`src/rtl/half_fp_pkg.sv`:
```
// Shared binary16 constants, FSM state encoding and the leading-zero helper
// used by the half-precision add/subtract unit.
package half_fp_pkg;

  localparam int          EXP_W   = 5;
  localparam int          MANT_W  = 10;
  localparam logic [4:0]  EXP_MAX = 5'h1F;
  localparam int          BIAS    = 15;
  localparam logic [15:0] QNAN    = 16'h7E00;
  localparam int          EXT_W   = 14;

  typedef enum logic [2:0] {
    ST_IDLE,
    ST_CHECK,
    ST_ALIGN,
    ST_ADD,
    ST_NORM,
    ST_ROUND,
    ST_DONE
  } state_e;

  // Returns 14 for an all-zero input.
  function automatic logic [3:0] lzc14(input logic [EXT_W-1:0] v);
    logic [3:0] n;
    logic       found;
    n     = 4'd14;
    found = 1'b0;
    for (int i = EXT_W - 1; i >= 0; i--) begin
      if (!found && v[i]) begin
        n     = 4'(EXT_W - 1 - i);
        found = 1'b1;
      end
    end
    return n;
  endfunction

endpackage

```
`src/rtl/half_special_detect.sv`:
```
// Resolves NaN / infinity / zero operand combinations for binary16 add/sub.
// is_special marks that special_q is the final result.
module half_special_detect
  import half_fp_pkg::*;
(
  input  logic [15:0] a,
  input  logic [15:0] b,
  input  logic        sb,
  output logic        is_special,
  output logic [15:0] special_q
);

  logic a_nan, b_nan, a_inf, b_inf, a_zero, b_zero;
  logic unused_b_sign;

  assign unused_b_sign = b[15];
  assign a_nan  = (a[14:10] == EXP_MAX) && (a[9:0] != '0);
  assign b_nan  = (b[14:10] == EXP_MAX) && (b[9:0] != '0);
  assign a_inf  = (a[14:10] == EXP_MAX) && (a[9:0] == '0);
  assign b_inf  = (b[14:10] == EXP_MAX) && (b[9:0] == '0);
  assign a_zero = (a[14:0] == '0);
  assign b_zero = (b[14:0] == '0);

  always_comb begin
    is_special = 1'b1;
    special_q  = QNAN;
    if (a_nan || b_nan) begin
      special_q = QNAN;
    end else if (a_inf && b_inf && (a[15] != sb)) begin
      special_q = QNAN;
    end else if (a_inf) begin
      special_q = a;
    end else if (b_inf) begin
      special_q = {sb, b[14:0]};
    end else if (a_zero && !b_zero) begin
      special_q = {sb, b[14:0]};
    end else if (b_zero && !a_zero) begin
      special_q = a;
    end else if (a_zero && b_zero) begin
      special_q = {a[15] & sb, 15'd0};
    end else begin
      is_special = 1'b0;
    end
  end

endmodule

```
`src/rtl/half_addsub_seq.sv`:
```
// Multi-cycle binary16 add/subtract: special-case check, then align, add,
// normalize and round-to-nearest-even, with valid/ready on both sides.
module half_addsub_seq
  import half_fp_pkg::*;
(
  input  logic        CLK,
  input  logic        RST,
  input  logic        IN_VALID,
  output logic        IN_READY,
  input  logic [15:0] A,
  input  logic [15:0] B,
  input  logic        OP,
  output logic        OUT_VALID,
  input  logic        OUT_READY,
  output logic [15:0] Q,
  output logic        EXC,
  output logic        OVF
);

  // Handshake: a transfer happens on a rising edge where valid and ready are
  // both high; a producer holds its payload stable until that edge.
  state_e            state_q, state_d;
  logic [15:0]       a_q, a_d, b_q, b_d, q_q, q_d;
  logic              op_q, op_d, sign_q, sign_d, sub_q, sub_d, zero_q, zero_d;
  logic [EXT_W-1:0]  big_q, big_d, small_q, small_d, m_q, m_d;
  logic [EXT_W:0]    sum_q, sum_d;
  logic [5:0]        exp_q, exp_d;
  logic              exc_q, exc_d, ovf_q, ovf_d, out_valid_q, out_valid_d;

  logic              sb, is_special;
  logic [15:0]       special_res;

  assign sb = b_q[15] ^ op_q;

  half_special_detect u_special (
    .a          (a_q),
    .b          (b_q),
    .sb         (sb),
    .is_special (is_special),
    .special_q  (special_res)
  );

  // Alignment: larger magnitude first, smaller shifted with sticky collection.
  logic              a_first;
  logic [10:0]       big_sig, small_sig;
  logic [4:0]        big_e, small_e, diff;
  logic [EXT_W-1:0]  small_ext, lost, al_small;

  always_comb begin
    a_first = (a_q[14:0] >= b_q[14:0]);
    if (a_first) begin
      big_sig   = {|a_q[14:10], a_q[9:0]};
      big_e     = (a_q[14:10] == '0) ? 5'd1 : a_q[14:10];
      small_sig = {|b_q[14:10], b_q[9:0]};
      small_e   = (b_q[14:10] == '0) ? 5'd1 : b_q[14:10];
    end else begin
      big_sig   = {|b_q[14:10], b_q[9:0]};
      big_e     = (b_q[14:10] == '0) ? 5'd1 : b_q[14:10];
      small_sig = {|a_q[14:10], a_q[9:0]};
      small_e   = (a_q[14:10] == '0) ? 5'd1 : a_q[14:10];
    end
    diff      = big_e - small_e;
    small_ext = {small_sig, 3'b000};
    lost      = '0;
    if (diff >= 5'd14) begin
      al_small = {13'd0, |small_ext};
    end else begin
      al_small    = small_ext >> diff;
      lost        = small_ext & ~(14'h3FFF << diff);
      al_small[0] = al_small[0] | (|lost);
    end
  end

  logic [3:0]        lz;
  logic [5:0]        max_sh, sh, n_e;
  logic [EXT_W-1:0]  n_m;
  logic              n_zero;

  always_comb begin
    lz     = lzc14(sum_q[EXT_W-1:0]);
    max_sh = exp_q - 6'd1;
    sh     = ({2'b00, lz} > max_sh) ? max_sh : {2'b00, lz};
    n_zero = 1'b0;
    n_m    = sum_q[EXT_W-1:0] << sh;
    n_e    = exp_q - sh;
    if (sum_q[EXT_W]) begin
      n_m = {sum_q[14:2], sum_q[1] | sum_q[0]};
      n_e = exp_q + 6'd1;
    end else if (sum_q == '0) begin
      n_zero = 1'b1;
      n_m    = '0;
      n_e    = exp_q;
    end
  end

  logic              rnd_up, hidden, r_ovf;
  logic [11:0]       r12;
  logic [9:0]        frac;
  logic [5:0]        r_e;
  logic [15:0]       r_q;

  always_comb begin
    rnd_up = m_q[2] & (m_q[1] | m_q[0] | m_q[3]);
    r12    = {1'b0, m_q[13:3]} + {11'd0, rnd_up};
    if (r12[11]) begin
      frac   = r12[10:1];
      r_e    = exp_q + 6'd1;
      hidden = 1'b1;
    end else begin
      frac   = r12[9:0];
      r_e    = exp_q;
      hidden = r12[10];
    end
    r_ovf = 1'b0;
    r_q   = {sign_q, hidden ? r_e[4:0] : 5'd0, frac};
    if (zero_q) begin
      r_q = 16'h0000;
    end else if (r_e >= 6'd31) begin
      r_q   = {sign_q, EXP_MAX, 10'd0};
      r_ovf = 1'b1;
    end
  end

  always_comb begin
    state_d     = state_q;
    a_d         = a_q;
    b_d         = b_q;
    op_d        = op_q;
    big_d       = big_q;
    small_d     = small_q;
    sum_d       = sum_q;
    m_d         = m_q;
    exp_d       = exp_q;
    sign_d      = sign_q;
    sub_d       = sub_q;
    zero_d      = zero_q;
    q_d         = q_q;
    exc_d       = exc_q;
    ovf_d       = ovf_q;
    out_valid_d = out_valid_q;
    case (state_q)
      ST_IDLE: begin
        if (IN_VALID) begin
          a_d     = A;
          b_d     = B;
          op_d    = OP;
          state_d = ST_CHECK;
        end
      end
      ST_CHECK: begin
        if (is_special) begin
          q_d         = special_res;
          exc_d       = 1'b1;
          ovf_d       = 1'b0;
          out_valid_d = 1'b1;
          state_d     = ST_DONE;
        end else begin
          state_d = ST_ALIGN;
        end
      end
      ST_ALIGN: begin
        big_d   = {big_sig, 3'b000};
        small_d = al_small;
        exp_d   = {1'b0, big_e};
        sign_d  = a_first ? a_q[15] : sb;
        sub_d   = a_q[15] ^ sb;
        state_d = ST_ADD;
      end
      ST_ADD: begin
        sum_d   = sub_q ? ({1'b0, big_q} - {1'b0, small_q})
                        : ({1'b0, big_q} + {1'b0, small_q});
        state_d = ST_NORM;
      end
      ST_NORM: begin
        m_d     = n_m;
        exp_d   = n_e;
        zero_d  = n_zero;
        state_d = ST_ROUND;
      end
      ST_ROUND: begin
        q_d         = r_q;
        exc_d       = 1'b0;
        ovf_d       = r_ovf;
        out_valid_d = 1'b1;
        state_d     = ST_DONE;
      end
      ST_DONE: begin
        if (OUT_READY) begin
          out_valid_d = 1'b0;
          state_d     = ST_IDLE;
        end
      end
      default: state_d = ST_IDLE;
    endcase
  end

  always_ff @(posedge CLK or posedge RST) begin
    if (RST) begin
      state_q     <= ST_IDLE;
      a_q         <= '0;
      b_q         <= '0;
      op_q        <= 1'b0;
      big_q       <= '0;
      small_q     <= '0;
      sum_q       <= '0;
      m_q         <= '0;
      exp_q       <= '0;
      sign_q      <= 1'b0;
      sub_q       <= 1'b0;
      zero_q      <= 1'b0;
      q_q         <= '0;
      exc_q       <= 1'b0;
      ovf_q       <= 1'b0;
      out_valid_q <= 1'b0;
    end else begin
      state_q     <= state_d;
      a_q         <= a_d;
      b_q         <= b_d;
      op_q        <= op_d;
      big_q       <= big_d;
      small_q     <= small_d;
      sum_q       <= sum_d;
      m_q         <= m_d;
      exp_q       <= exp_d;
      sign_q      <= sign_d;
      sub_q       <= sub_d;
      zero_q      <= zero_d;
      q_q         <= q_d;
      exc_q       <= exc_d;
      ovf_q       <= ovf_d;
      out_valid_q <= out_valid_d;
    end
  end

  assign IN_READY  = (state_q == ST_IDLE) && !RST;
  assign OUT_VALID = out_valid_q;
  assign Q         = q_q;
  assign EXC       = exc_q;
  assign OVF       = ovf_q;

endmodule

```
`config.mk`:
```
export PLATFORM = sky130hd
export DESIGN_NAME = half_addsub_seq
export DESIGN_NICKNAME = d
export VERILOG_FILES = /design/src/rtl/half_fp_pkg.sv /design/src/rtl/half_special_detect.sv /design/src/rtl/half_addsub_seq.sv
export SDC_FILE = /design/constraint.sdc
export NUM_CORES = 1
export LEC_CHECK = 0
export CORE_AREA = 8 8 183 141
export DETAILED_ROUTE_END_ITERATION = 10
export DIE_AREA = 0 0 191 149
export PLACE_DENSITY = 0.57
export SKIP_CTS_REPAIR_TIMING = 1
export SLEW_MARGIN = 20
export SYNTH_ARGS = -nofsm -noshare
export SYNTH_HDL_FRONTEND = slang
export SYNTH_SLANG_ARGS = --single-unit
```
`constraint.sdc`:
```
create_clock -name CLK -period 5.57 [get_ports CLK]
set_input_delay 1.114 -clock CLK [delete_from_list [all_inputs] [get_ports CLK]]
set_output_delay 1.114 -clock CLK [all_outputs]
set_load 0.005 [all_outputs]
```
Word level (Yosys, flattened, before mapping) --
Cells that the tools add are included.
Operators by class: add/subtract/negate cells 7, multipliers 0, div/mod/pow operators 0, order comparisons 4, equality and inequality tests 13, shift operators 3, muxes and demuxes 78, bitwise gates (word level) 10, reduce and logical (&&, ||, !) cells 62
Operator list (number):
- two-way mux 16 bit | 9
- two-way mux 4 bit | 14
- logical NOT 15 bit | 3
- two-way mux 14 bit | 3
- one-hot mux 16 bit (2 select lines) | 1
- two-way mux 15 bit | 2
- two-way mux 1 bit | 29
- two-way mux 5 bit | 5
- two-way mux 6 bit | 4
- logical AND 1 bit | 23
- two-way mux 11 bit | 2
- one-hot mux 3 bit (7 select lines) | 1
- logical NOT 10 bit | 2
- nonzero test 10 bit | 2
- logical NOT 1 bit | 16
- adder 14 x 14 -> 15 bit | 1
- >= comparator 15 bit | 1
- subtractor 14 x 14 -> 15 bit | 1
- bitwise AND 14 bit | 1
- inverter 14 bit | 1
- OR reduction 14 bit | 1
- left shift 14 x 5 -> 14 bit (first input constant) | 1
- left shift 14 x 6 -> 14 bit | 1
- >> shifter 14 x 5 -> 14 bit | 1
- other kinds (32) | 52
Storage, ports and cells: flip-flop bits (word level) 118, bits in latches 0, bits in writable memories 0, memory bits (read-only) 0, input bits 37, output and inout port bits 20, logic and storage cells 193, memories kept 0

Logic depth before layout (Yosys ltp) --
Gate-level depths: netlist of run 1.
depth after elaboration 46, gate-level depth with buffers 24, gate-level depth less buffers 20

By module --
Synthesis of run 1 repeated with hierarchy kept, for this count alone.
Unflattened totals: cell total of the unflattened synthesis 1120, area total of the unflattened synthesis 9306.4 sq um
By module, submodules not included:
- half_addsub_seq | times used 1, cells an instance 1055, area each 8843.5 sq um
- half_special_detect | times used 1, cells an instance 65, area each 462.9 sq um

Worst setup path after synthesis of run 1 --
No wires, ideal clock.
kind register -> register, start point register b_q[6], end point register small_q[3], setup time 0.066 ns, arrival time 4.826 ns, data required time 5.504 ns, slack 0.678 ns, cell stages (with the launch flop) 24, buffers on the path 4, clock period less this slack 4.892 ns, cell sequence dfrtp_1 inv_1 ha_1 nand4_1 and3_1 o21ai_0 a31o_2 clkbuf_1 buf_2 clkbuf_1 clkbuf_1 nor3_1 a31oi_1 ha_1 inv_1 fa_1 a21o_1 a21oi_1 xnor2_1 or2_2 nor2_1 nand2_1 o22a_1 nand2_1
On the way: longest elaborated chain between the ends 5
Ends and longest elaborated chain:
- from (decl) | RTL line half_addsub_seq.sv:23 | logic [15:0] a_q, a_d, b_q, b_d, q_q, q_d;
- from (signal assigned) | RTL line half_addsub_seq.sv:201 | b_q <= '0;
- from (signal assigned) | RTL line half_addsub_seq.sv:218 | b_q <= b_d;
- >= comparator 15 bit | RTL line half_addsub_seq.sv:50 | a_first = (a_q[14:0] >= b_q[14:0]);
- two-way mux 5 bit | RTL line half_addsub_seq.sv:51 | if (a_first) begin
- subtractor 5 bit | RTL line half_addsub_seq.sv:62 | diff = big_e - small_e;
- >> shifter 14 x 5 -> 14 bit or >= comparator 5 x 4 -> 1 bit (tied branches) | RTL line half_addsub_seq.sv:68, half_addsub_seq.sv:65
- two-way mux 14 bit (*) | RTL line half_addsub_seq.sv:65 | if (diff >= 5'd14) begin
- to (signal assigned) | RTL line half_addsub_seq.sv:221 | small_q <= small_d;
- to (decl) | RTL line half_addsub_seq.sv:25 | logic [EXT_W-1:0] big_q, big_d, small_q, small_d, m_q, m_d;
Every way passes the cells marked *; elsewhere a longest branch is shown, timed or not. A chain may end at the register's enable or synchronous reset.

Worst setup path in the final report of run 1 --
start point register sum_q[6], end point register exp_q[4]
On the way: longest elaborated chain between the ends 26
Ends and longest elaborated chain:
- from (decl) | RTL line half_addsub_seq.sv:26 | logic [EXT_W:0] sum_q, sum_d;
- from (signal assigned) | RTL line half_addsub_seq.sv:222 | sum_q <= sum_d;
- logical AND 1 bit | RTL line half_fp_pkg.sv:29 | if (!found && v[i]) begin
- two-way mux 1 bit | RTL line half_fp_pkg.sv:29
- logical NOT 1 bit | RTL line half_fp_pkg.sv:29
- logical AND 1 bit | RTL line half_fp_pkg.sv:29
- two-way mux 1 bit | RTL line half_fp_pkg.sv:29
- logical NOT 1 bit | RTL line half_fp_pkg.sv:29
- logical AND 1 bit | RTL line half_fp_pkg.sv:29
- two-way mux 1 bit | RTL line half_fp_pkg.sv:29
- [... 10 more ...]
- logical AND 1 bit | RTL line half_fp_pkg.sv:29
- two-way mux 4 bit | RTL line half_fp_pkg.sv:29
- greater-than comparator 4 x 6 -> 1 bit | RTL line half_addsub_seq.sv:82 | sh = ({2'b00, lz} > max_sh) ? max_sh : {2'b00, lz};
- two-way mux 6 bit | RTL line half_addsub_seq.sv:82
- subtractor 6 bit | RTL line half_addsub_seq.sv:85 | n_e = exp_q - sh;
- two-way mux 6 bit | RTL line half_addsub_seq.sv:89 | end else if (sum_q == '0) begin
- two-way mux 6 bit | RTL line half_addsub_seq.sv:86 | if (sum_q[EXT_W]) begin
- one-hot mux 6 bit (2 select lines) | RTL line half_addsub_seq.sv:141 | case (state_q)
- to (signal assigned) | RTL line half_addsub_seq.sv:224 | exp_q <= exp_d;
- to (decl) | RTL line half_addsub_seq.sv:27 | logic [5:0] exp_q, exp_d;
Several ways; a longest one is shown, not always the timed one. The select of a mux whose other input is x is not followed.

==> reports/metrics.csv, run 1 <==
stage,metric,value,unit
sta,minimum clock period after layout,4925,ps
worst_setup_path,Worst Path Required,5870,ps
sta,Final Hold Viols,0,
worst_setup_path,CP Capture Type,flop,
final_layout,Layout area overhead,16.24,%
sta,setup violators final,0,
routing,DR iter-0 viols,855,
yosys,Mean Syn Cell Area,8.563,µm²
floorplanning,std cell rows,48,
placed_design,gpl congestion,0.9456,
yosys,sequential share of the synthesized area,32.78,%
clock_tree,CTS root buf,clkbuf_16,
floorplanning,die area,28460,µm²
yosys,"FF+latch count, synth",118,
yosys,"Distinct cells, synth",78,
sta,Worst Tran Pin Value,960.0,ps
sta,Slew Limit Fails,0,
yosys,Ys Warns,0,
clock_tree,Worst-path clk slew,60,ps
sta,setup_tns,0,ps
final_layout,fin nets,1184,
final_layout,ant diodes,0,
yosys,Mapped Area,9009,µm²
sta,Fmax achieved,203.0,MHz
placed_design,Buffers on Ports,56,
routing,vias per cell,5.741,
grt,initial antenna violation count,0,
yosys,syn nets,1145,
outcome,outcome,finished clean,
flow_run,Max Cap Violations,0,
floorplanning,chip height,149,µm
routing,drt pass-1 iters,8,
floorplanning,Initial Util,39.58,%
worst_setup_path,Critical Path Source Type,flop,
floorplanning,Die W,191,µm
yosys,Syn Inst Count,1052,
routing,post-DR wirelength/cell,19.21,µm
floorplanning,Core Region,22760,µm²
worst_setup_path,Crit Path Category,reg -> reg,
yosys,asr flop ratio synth,100.0,%
grt,Overall Global Routing Usage,19.12,%
grt,first-pass GRT wire length,43.25,mm
grt,largest net degree at the start of global routing,67,
floorplanning,IO Count,57,
clock_tree,Inserted Clock Buffers,17,
sta,RSZ-0062 raised after global routing,false,
worst_setup_path,CP max FO,16,
yosys,Main synth FF type,dfrtp_1,
sta,Clock Skew,6.496,ps
routing,Routed Antenna Nets,0,
routing,DRC,0,
clock_tree,Skew-Pair Late Insertion Delay,430,ps
routing,via count,8054,
yosys,number of flops mapped to enable cells by yosys,0,
worst_hold_path,hold crit path type,reg -> reg,
clock_tree,Max clock buf depth,2,
worst_setup_path,crit path DAT,5230,ps
sta,max_slew headroom,35.19,%
clock_tree,CTS tree,yes,
clock_tree,H-tree levels,4,
placed_design,Final HPWL DP,20.29,mm
sta,fin crit share,88.42,%
grt,vias in the first global route,7644,
final_layout,layout cells sized above 1,8.794,%
grt,total gr overflow,0,
clock_tree,Sink Count,118,
routing,final WL,26.95,mm
[layout by cell type, fill, tap and decap left out, drive strengths merged, types with 4 or more instances in the layout]
cell,instances
dfrtp,118
o221ai,9
nand3b,5
ha,53
nand2b,9
mux2,24
a221oi,6
o21a,4
a22oi,11
o22ai,14
buf,16
and3,20
clkbuf,21
a21o,14
o21bai,5
clkinv,6
nand2,122
mux4,7
a211oi,7
nand3,25
xor2,12
nor2b,9
nor3,18
a41oi,4
and2,8
or2,6
a21oi,65
o211ai,14
mux2i,62
inv,63
xnor2,23
clkdlybuf4s50,56
o31ai,8
a31oi,8
nor2,79
a221o,5
bufinv,4
nand4,10
nor4,5
o21ai,102
[critical path, stage by stage, from the launching register on]
cell	delay, ps
dfrtp_1	450
nor4_1	460
a211oi_1	140
o21ai_0	400
inv_1	90
ha_1	300
nor2b_1	140
o21a_1	120
o21a_1	100
o2111a_1	490
mux2i_4	300
buf_4	290
ha_1	250
fa_1	220
inv_1	50
a21o_1	160
maj3_1	350
o22ai_1	230
a31oi_1	120
a2bb2oi_1	150
[routing by layer]
layer / global-route usage [%] / up-vias / share of wire [%]
li1: - / 3890 / -
met1: 28.25 / 3882 / 50
met2: 27.02 / 246 / 42
met3: 5.210 / 36 / 6.8
met4: 4.450 / 0 / 1.3
met5: 0 / - / 0
[path summary, 6_finish.rpt]
kind | cells after the start | end | from | slack, ps
max in group asynchronous | 3 | b_q[3]$_DFFE_PP0P_ | RST | 3360
max reg2reg | 19 | exp_q[4]$_DFFE_PP0P_ | sum_q[6]$_DFFE_PP0P_ | 650
min in group asynchronous | 2 | OUT_VALID$_DFFE_PP0P_ | RST | 1230
min reg2reg | 1 | OVF$_DFFE_PP0P_ | OVF$_DFFE_PP0P_ | 480
max | 19 | exp_q[4]$_DFFE_PP0P_ | sum_q[6]$_DFFE_PP0P_ | 650
min | 1 | OVF$_DFFE_PP0P_ | OVF$_DFFE_PP0P_ | 480
[cell type report]
cell class	instances	area (µm²)
Fill cell	2242	12290
Multi-Input combinational cell	818	5607
Sequential cell	118	2953
Timing Repair Buffer	72	680.7
Clock buffer	21	460.4
Tap cell	300	375.4
Inverter	64	242.7
Clock inverter	10	152.6
[Yosys cell counts (all sizes together), types with 4 or more instances]
cell type,instances,area (µm²)
o21ai,102,510.5
nand2b,9,56.30
and2,8,50.05
a211oi,7,52.55
or2,6,37.54
clkbuf,45,168.9
a41oi,4,42.55
o211ai,14,105.1
a21oi,65,325.3
a31oi,8,50.05
a21o,14,105.1
a221oi,6,52.55
dfrtp,118,2953
mux2i,62,658.1
mux4,7,157.7
ha,53,663.1
o221ai,9,78.83
nand3,25,125.1
a22oi,11,82.58
o31ai,8,60.06
nor2b,9,56.30
nor4,5,31.28
nor3,18,95.09
and3,20,125.1
o21a,4,30.03
mux2,24,274.0
a221o,5,50.05
xnor2,23,201.4
xor2,12,105.1
o22ai,14,87.58
nand2,122,457.9
o21bai,5,37.54
buf,7,51.30
nand4,10,62.56
nor2,79,296.5
inv,63,236.5
nand3b,5,37.54
[state kept, by name, summed over array words and instances (netlist names)]
register and count:
EXC 1, OUT_VALID 1, OVF 1, Q 16, a_q 16, b_q 16, big_q 11, exp_q 6
m_q 14, op_q 1, sign_q 1, small_q 14, state_q 3, sub_q 1, sum_q 15, zero_q 1
[stage by stage]
step | std cells | setup slack, ps | cell area [µm²] | util, % | hold WS [ps]
2_1_floorplan | 1052 | 677.6 | 9009 | - | 450.2
3_3_place_gp | 1372 | 724.4 | 9858 | 43.31 | 458.0
3_5_place_dp | 1372 | 670.7 | 9858 | 43.31 | 466.4
4_1_cts | 1403 | 635.1 | 10470 | 46.00 | 478.5
5_1_grt | 1403 | 276.8 | 10470 | 46.00 | 487.8
6_report | 1403 | 645.0 | 10470 | 46.00 | 475.6
[cells by family (layout without fill, tap and decap cells)]
logic type      after synthesis  in the layout  synth area share (%)
simple gates                327            327                 16.94
compound gates              306            306                 21.53
flops                       118            118                 32.78
buf+inv                     116            167                 5.111
mux                          93             93                 12.10
fa+ha+maj                    57             57                 8.139
xor+xnor                     35             35                 3.403
Power of run 1 is not shown: default switching activity piles up to over one toggle a cycle in this logic, so the estimate is an artifact.
==> inputs of run 2 (changes only) <==
CTS_CLUSTER_DIAMETER = 50   (was not set)
SLEW_MARGIN = not set   (was 20)
==> results of run 2 <==
No change in the layout: final DEF, timing and power equal those of run 1.
Power of run 2 is left out for the same reason.
==> inputs of run 3 (changes only) <==
CORE_AREA = 8 8 160 162   (was 8 8 183 141)
DIE_AREA = 0 0 168 170   (was 0 0 191 149)
==> run 3 against run 2 <==
Sequential share of layout area about the same. Flip-flop and latch count unchanged. Clock skew up 5.1 ps. Critical path type unchanged.
==> reports/metrics.csv, run 3 (synthesis gave the netlist of run 1 again) <==
stage,metric,value,unit
final_layout,Layout area overhead,16.22,%
sta,setup_tns,0,ps
clock_tree,Inserted Clock Buffers,17,
clock_tree,CTS root buf,clkbuf_16,
outcome,outcome,finished clean,
worst_setup_path,CP Capture Type,flop,
routing,DR iter-0 viols,549,
sta,hold slack,482.2,ps
worst_hold_path,hold crit path type,reg -> reg,
sta,setup violators final,0,
grt,Overall Global Routing Usage,19.13,%
sta,Final Hold Viols,0,
final_layout,layout cells sized above 1,9.296,%
clock_tree,H-tree levels,4,
worst_setup_path,CP dominant cell by count,o21ai_0,
final_layout,fill count,2274,
floorplanning,IO Count,57,
grt,first-pass GRT wire length,43.71,mm
routing,drt pass-1 iters,6,
worst_setup_path,crit path cell chain,"nor4_1, a211oi_1, o21ai_0, inv_1, ha_1, nor2b_1, o21a_1, o21a_1, o2111a_1, mux2i_4, inv_1, ha_1, nor2b_1, o21ai_0, nand2b_1, a311oi_1, a21oi_1, or3b_1, o21ai_0",
placed_design,gpl congestion,0.9408,
grt,largest net degree at the start of global routing,52,
routing,via count,8094,
worst_setup_path,Crit Path Category,reg -> reg,
routing,Routed Antenna Nets,0,
sta,minimum clock period after layout,5055,ps
clock_tree,Worst-path clk slew,60,ps
worst_setup_path,Worst Path Required,5910,ps
placed_design,Final HPWL DP,20.51,mm
placed_design,Buffers on Ports,56,
routing,final WL,26.81,mm
routing,post-DR wirelength/cell,19.18,µm
clock_tree,Max clock buf depth,2,
final_layout,fin nets,1188,
worst_setup_path,Crit path largest cell delay,530,ps
floorplanning,Initial Util,39.08,%
floorplanning,chip height,170,µm
sta,min setup slack post-route,515.4,ps
worst_setup_path,Worst path top cell family by delay,compound AO/OA/AOI/OAI gates,
routing,vias per cell,5.790,
sta,RSZ-0062 raised after global routing,false,
sta,Fmax achieved,197.8,MHz
worst_setup_path,WP buf/inv,2,
sta,max_slew headroom,33.82,%
worst_setup_path,Critical Path Source Type,flop,
flow_run,Max Cap Violations,0,
final_layout,Finished Core Util,45.42,%
floorplanning,die area,28560,µm²
floorplanning,Die W,168,µm
clock_tree,Sink Count,118,
routing,DRC,0,
sta,Slew Limit Fails,0,
worst_setup_path,CP max FO,10,
floorplanning,Core Region,23050,µm²
grt,total gr overflow,0,
floorplanning,std cell rows,56,
worst_setup_path,slowest CP cell,mux2i_4,
final_layout,ant diodes,0,
sta,fin crit share,90.75,%
clock_tree,Skew-Pair Late Insertion Delay,420,ps
worst_setup_path,crit path DAT,5400,ps
final_layout,"commonest non-fill, non-tap cells in the layout","nand2_1 (122), dfrtp_1 (118), o21ai_0 (101), nor2_1 (79), a21oi_1 (65)",
grt,vias in the first global route,7841,
sta,Worst Tran Pin Value,980.2,ps
clock_tree,CTS tree,yes,
placed_design,DP Worst Slack,569.1,ps
sta,Clock Skew,11.59,ps
grt,initial antenna violation count,0,
final_layout,"commonest non-fill, non-tap cell in the layout",nand2_1,
## run 3: changes by cell type in the layout (fill, tap and decap cells not counted), sizes merged
cell      change
buf           +4
clkbuf        -3
bufinv        -2
inv           +7
clkinv        -2
clkinvlp      +1
## run 3: layer usage
metal  vias to the layer above  share of wire (%)  GRT usage (%)
met3                        28                4.0          3.012
met2                       196                 47          30.69
met4                         0                1.6          5.280
met5                         -                  0              0
met1                      3959                 47          26.38
li1                       3911                  -              -
## run 3: path summary, 6_finish.rpt
path,slack [ps],startpoint,cells past startpoint,end
max in group asynchronous,3430,RST,3,a_q[0]$_DFFE_PP0P_
hold / removal,480,sign_q$_DFFE_PP0P_,2,sign_q$_DFFE_PP0P_
min in group asynchronous,1100,RST,2,state_q[2]$_DFFE_PP0P_
setup / recovery,520,sum_q[8]$_DFFE_PP0P_,19,exp_q[5]$_DFFE_PP0P_
setup reg to reg,520,sum_q[8]$_DFFE_PP0P_,19,exp_q[5]$_DFFE_PP0P_
hold reg to reg,480,sign_q$_DFFE_PP0P_,2,sign_q$_DFFE_PP0P_
## run 3: worst min-delay path, delay by kind of cell, from the launching register on
family	cells	cell delay (ps)
flip-flops	1	340
AO/OA/AOI/OAI	1	60
AND/OR/NAND/NOR	1	50
## run 3: metrics by stage
step                      cell area, µm²  std cells
after floorplan                     9009       1052
after global placement              9876       1366
after detailed placement            9876       1366
after CTS                          10470       1398
after global routing               10470       1398
final                              10470       1398
## run 3: cell type report
cell class	count	area, µm²	area share [%]
multi-input combinational	818	5607	53.55
timing repair buffer	76	710.7	6.788
clock inverter	14	165.2	1.577
inverter	64	242.7	2.318
sequential	118	2953	28.20
tap	290	362.8	3.466
clock buffer	18	429.2	4.099
Power of run 3 is left out for the same reason.
